File: config.mk
export PLATFORM = sky130hd
export DESIGN_NAME = mem_bus_ctrl
export DESIGN_NICKNAME = d
export VERILOG_FILES = /design/src/rtl/hmc6502_pkg.sv /design/src/rtl/mem_bus_ctrl_wait_counter.sv /design/src/rtl/mem_bus_ctrl.sv
export SDC_FILE = /design/constraint.sdc
export NUM_CORES = 1
export LEC_CHECK = 0
export CAP_MARGIN = 20
export CORE_UTILIZATION = 36
export CTS_CLUSTER_SIZE = 40
export DETAILED_ROUTE_END_ITERATION = 10
export PLACE_DENSITY = 0.76
export SYNTH_ARGS = -nofsm -noshare
export SYNTH_HDL_FRONTEND = slang
export SYNTH_SLANG_ARGS = --single-unit
File: constraint.sdc
create_clock -name clk -period 1.4 [get_ports clk]
set_input_delay 0.14 -clock clk [delete_from_list [all_inputs] [get_ports clk]]
set_output_delay 0.14 -clock clk [all_outputs]
set_load 0.02 [all_outputs]
File: src/rtl/hmc6502_pkg.sv
// Shared types for the hmc6502 memory-side blocks.
package hmc6502_pkg;

  typedef enum logic [1:0] {
    MBC_IDLE   = 2'd0,
    MBC_ACCESS = 2'd1,
    MBC_RESP   = 2'd2
  } mbc_state_t;

endpackage

File: src/rtl/mem_bus_ctrl_wait_counter.sv
// Saturating wait-cycle counter; tc flags the cycle whose increment reaches MAX_WAIT.
module wait_counter #(
  parameter int MAX_WAIT = 15
) (
  input  logic clk,
  input  logic reset,
  input  logic clear,
  input  logic enable,
  output logic tc
);

  localparam int CW = $clog2(MAX_WAIT + 1);
  localparam logic [CW-1:0] TOP  = CW'(MAX_WAIT);
  localparam logic [CW-1:0] LAST = CW'(MAX_WAIT - 1);

  logic [CW-1:0] count;

  // Saturates at MAX_WAIT so a stalled access can never wrap back to zero.
  always_ff @(posedge clk) begin
    if (reset || clear) begin
      count <= '0;
    end else if (enable && (count != TOP)) begin
      count <= count + 1'b1;
    end
  end

  assign tc = (count == LAST);

endmodule

File: src/rtl/mem_bus_ctrl.sv
// Single-outstanding core-to-memory bus controller with wait-cycle timeout.
// Handshake: a request is taken on a posedge where req_valid && req_ready; rsp_valid is a one-cycle pulse with no backpressure.
module mem_bus_ctrl
  import hmc6502_pkg::*;
#(
  parameter int ADDR_WIDTH = 16,
  parameter int DATA_WIDTH = 8,
  parameter int MAX_WAIT   = 15
) (
  input  logic                  clk,
  input  logic                  reset,
  input  logic                  req_valid,
  input  logic                  req_write,
  input  logic [ADDR_WIDTH-1:0] req_addr,
  input  logic [DATA_WIDTH-1:0] req_wdata,
  output logic                  req_ready,
  output logic                  rsp_valid,
  output logic [DATA_WIDTH-1:0] rsp_rdata,
  output logic                  rsp_err,
  output logic                  mem_en,
  output logic                  mem_we,
  output logic [ADDR_WIDTH-1:0] mem_addr,
  output logic [DATA_WIDTH-1:0] mem_wdata,
  input  logic [DATA_WIDTH-1:0] mem_rdata,
  input  logic                  mem_ack,
  output mbc_state_t            state_dbg
);

  mbc_state_t state, state_next;
  logic accept, done_ack, done_to;
  logic cnt_clr, cnt_en, cnt_tc;

  wait_counter #(.MAX_WAIT(MAX_WAIT)) u_wait (
    .clk    (clk),
    .reset  (reset),
    .clear  (cnt_clr),
    .enable (cnt_en),
    .tc     (cnt_tc)
  );

  always_comb begin
    state_next = state;
    accept     = 1'b0;
    done_ack   = 1'b0;
    done_to    = 1'b0;
    cnt_clr    = 1'b0;
    cnt_en     = 1'b0;
    case (state)
      MBC_IDLE: begin
        if (req_valid) begin
          accept     = 1'b1;
          cnt_clr    = 1'b1;
          state_next = MBC_ACCESS;
        end
      end
      MBC_ACCESS: begin
        // An ack in the same cycle as the timeout takes priority.
        if (mem_ack) begin
          done_ack   = 1'b1;
          state_next = MBC_RESP;
        end else begin
          cnt_en = 1'b1;
          if (cnt_tc) begin
            done_to    = 1'b1;
            state_next = MBC_RESP;
          end
        end
      end
      MBC_RESP: state_next = MBC_IDLE;
      default:  state_next = MBC_IDLE;
    endcase
  end

  // Status outputs are registered from the next state so they line up with it.
  always_ff @(posedge clk) begin
    if (reset) begin
      state     <= MBC_IDLE;
      req_ready <= 1'b1;
      mem_en    <= 1'b0;
      mem_we    <= 1'b0;
      mem_addr  <= '0;
      mem_wdata <= '0;
      rsp_valid <= 1'b0;
      rsp_err   <= 1'b0;
      rsp_rdata <= '0;
    end else begin
      state     <= state_next;
      req_ready <= (state_next == MBC_IDLE);
      mem_en    <= (state_next == MBC_ACCESS);
      rsp_valid <= (state_next == MBC_RESP);
      if (accept) begin
        mem_we    <= req_write;
        mem_addr  <= req_addr;
        mem_wdata <= req_wdata;
      end
      if (done_ack) begin
        rsp_rdata <= mem_we ? '0 : mem_rdata;
        rsp_err   <= 1'b0;
      end else if (done_to) begin
        rsp_rdata <= '0;
        rsp_err   <= 1'b1;
      end
    end
  end

  assign state_dbg = state;

endmodule

==> flow_summary.ini <==
[grt]
grt_pass1_wl_um = 5885
overflow = 0
grt_start_max_net_pins = 18
antenna_found_initial = 0
grt_pass1_vias = 1415
globalRouteTotalUtil_pct = 17.36

[drt]
viasPerCell = 4.773
drt_wl_total_um = 3956
antenna_left = 0
num_vias = 1513
drc = 0
post_drt_wl_per_cell_um = 12.48
first_pass_iters = 5
drtIter0Drc = 56

[logic_synthesis]
synth_simple_gate_area_share_pct = 20.05
syn_nets = 216
yosys_register_bits = 43
yosysUniqueCellTypes = 22
synth_edf_count = 0
synth_top_area_share_pct = 55.84
synth.avg_cell_area_um2 = 8.709
syn_area_um2 = 1541
synth_compound_area_share_pct = 18.67
synth.most_common_cell = nand2_1
synthTopCellsByArea = dfxtp_1, nand2_1, a21oi_1
synthCells = 177
synth-main-ff-cell = dfxtp_1
synthAdderAreaFrac_pct = 1.623
synth_top_family_by_area = simple AND/OR/NAND/NOR gates
synthXorXnorAreaFrac_pct = 0
synthMuxAreaShare_pct = 0
async_reset_ff_share_pct = 0
ys_seq_area_share_pct = 55.84
yosysTopAreaCell = dfxtp_1
synth_common_cells = nand2_1, dfxtp_1, a21oi_1
yosysWarnings = 0

[floorplan]
num_rows = 23
initial_utilization_pct = 37.99
fp.dieArea_um2 = 4547
ios = 76
die_w_um = 67.44
die_h_um = 67.44
coreArea_um2 = 4058

[final_layout]
multi_input_area_um2 = 661.9
regArea_um2 = 869.6
fill_cells = 368
syn_to_final_growth_pct = 72.16
drive_above_1_share_pct = 14.98
fin_area_um2 = 2654
antenna_cells = 0
nets = 305

[critical_path]
cp_cell_sequence = clkdlybuf4s50_1
crit_fanout = 2
start_kind = register
slowest_stage = clkdlybuf4s50_1
cp_data_required_time_ns = 1.26
path_class = reg -> out
path_delay_family = buffers and inverters
cp.arrival_ns = 1.23
max_stage_delay_ns = 0.60
worstSetupEndpointType = primary output
path_buf_inv = 1

[cts]
postCtsHoldBufs = 0
cts_tree = built
cts-root-buf = clkbuf_8
clkTransAtPathRegs_ns = 0.08
ctsLongestPathBuffers = 2
h-tree-depth = 2
clock_sinks = 43
numCtsBuffers = 5
clk_latency_ns = 0.29

[sta]
final_max_slew_viol_count = 0
maxSlewHeadroom_pct = 80.50
rsz0062_at_grt = true
tns_ns = 0
period_share_pct = 97.74
fin_crit_ns = 1.368
setup_viol = 0
hold_viol = 0
fin_ws_ns = 0.03168
fin_skew_ns = 0.005795
tightest_slew_ns = 0.2925
fmax_mhz = 730.8

[place]
routabilityCongestion = 0.7587
placed_area_um2 = 2456
hpwl_um = 2774
place_ws_ns = -0.2408
io_buffer_count = 75

[pwr]
ir_drop_uv = 474.8
p_leak_nw = 1.474
powerDensity_nw_per_um2 = 975.5
power_w = 0.002589

[min_path]
hold_path.class = in -> reg

[run]
cap_violations = 0

[outcome]
status = finished, final reports clean
## state kept, by name, indices dropped and copies added (netlist names)
register	count
mem_addr	16
mem_wdata	8
rsp_rdata	8
u_wait.count	4
state_dbg	2
mem_en	1
mem_we	1
req_ready	1
rsp_err	1
rsp_valid	1
## placed cells by master (no fill, tap or decap)
| cell type | instances |
|---|---|
| nand2_1 | 50 |
| clkinv_2 | 1 |
| nor3b_2 | 1 |
| o31ai_1 | 2 |
| and2_1 | 2 |
| inv_4 | 1 |
| buf_6 | 1 |
| ha_2 | 1 |
| inv_1 | 3 |
| clkbuf_1 | 1 |
| or3b_2 | 1 |
| dlygate4sd2_1 | 8 |
| buf_12 | 1 |
| a21oi_1 | 27 |
| a22o_1 | 8 |
| clkdlybuf4s50_1 | 41 |
| o21ai_0 | 3 |
| and3_1 | 5 |
| nand3_1 | 3 |
| dfxtp_2 | 1 |
| a21oi_2 | 1 |
| a31o_2 | 1 |
| a211oi_1 | 2 |
| a2111oi_2 | 1 |
| a211oi_2 | 2 |
| nor2b_1 | 1 |
| nor3b_1 | 1 |
| clkbuf_8 | 5 |
| or3_4 | 2 |
| dfxtp_1 | 40 |
| dlymetal6s2s_1 | 26 |
| nor2_1 | 3 |
| or3b_4 | 1 |
| dfxtp_4 | 2 |
| buf_4 | 17 |
| ha_1 | 1 |
## cell families after synthesis
logic type                 Yosys count
and+or+nand+nor                     70
adders and majority gates            2
DFF                                 43
AOI/OAI and AO/OA                   47
buffers and inverters               15
## cell type report
type	count	share of cell area [%]
clock buffer	6	2.735
clock inverter	2	0.4243
tap	50	2.357
timing repair buffer	94	36.35
sequential	43	32.77
multi-input combinational	119	24.94
inverter	3	0.4243
## power breakdown
part / switching (W) / internal (W)
Combinational: 0.000238 / 0.000277
Sequential: 0.0000332 / 0.00129
Clock: 0.000405 / 0.000350
## metal layers
metal | track usage (%) | vias up | wire length (µm)
li1 | - | 773 | -
met1 | 19.31 | 671 | 1723
met2 | 30.38 | 64 | 1843
met3 | 6.419 | 5 | 350
met4 | 5.585 | 0 | 38
met5 | 0 | - | 0
## path summary, 6_finish.rpt
check                    start              end  slack, ns  cells past startpoint
setup / recovery   mem_addr[8]      mem_addr[8]       0.03                      1
hold / removal    req_wdata[1]     mem_wdata[1]       0.39                      3
setup reg to reg  state_dbg[0]  u_wait.count[2]       0.03                      3
hold reg to reg   mem_addr[10]     mem_addr[10]       0.45                      2
## through the flow
stage / hold WS (ns) / util (%) / instances
after CTS: 0.3826 / 63.00 / 317
after detailed placement: 0.4469 / 60.53 / 306
after floorplan: 0.2366 / - / 177
after global placement: 0.4408 / 60.53 / 306
final: 0.3914 / 65.40 / 317
after global routing: 0.3881 / 65.40 / 317
## what timing repair did
| action | 4_1_cts | 5_1_grt |
|---|---|---|
| setup buffers | 3 | 0 |
| pin swaps | 0 | 2 |
| gates cloned | 0 | 0 |
| resized for setup | 10 | 34 |
| setup endpoints to repair | 18 | 37 |
Power figures use the tool's default switching activity.
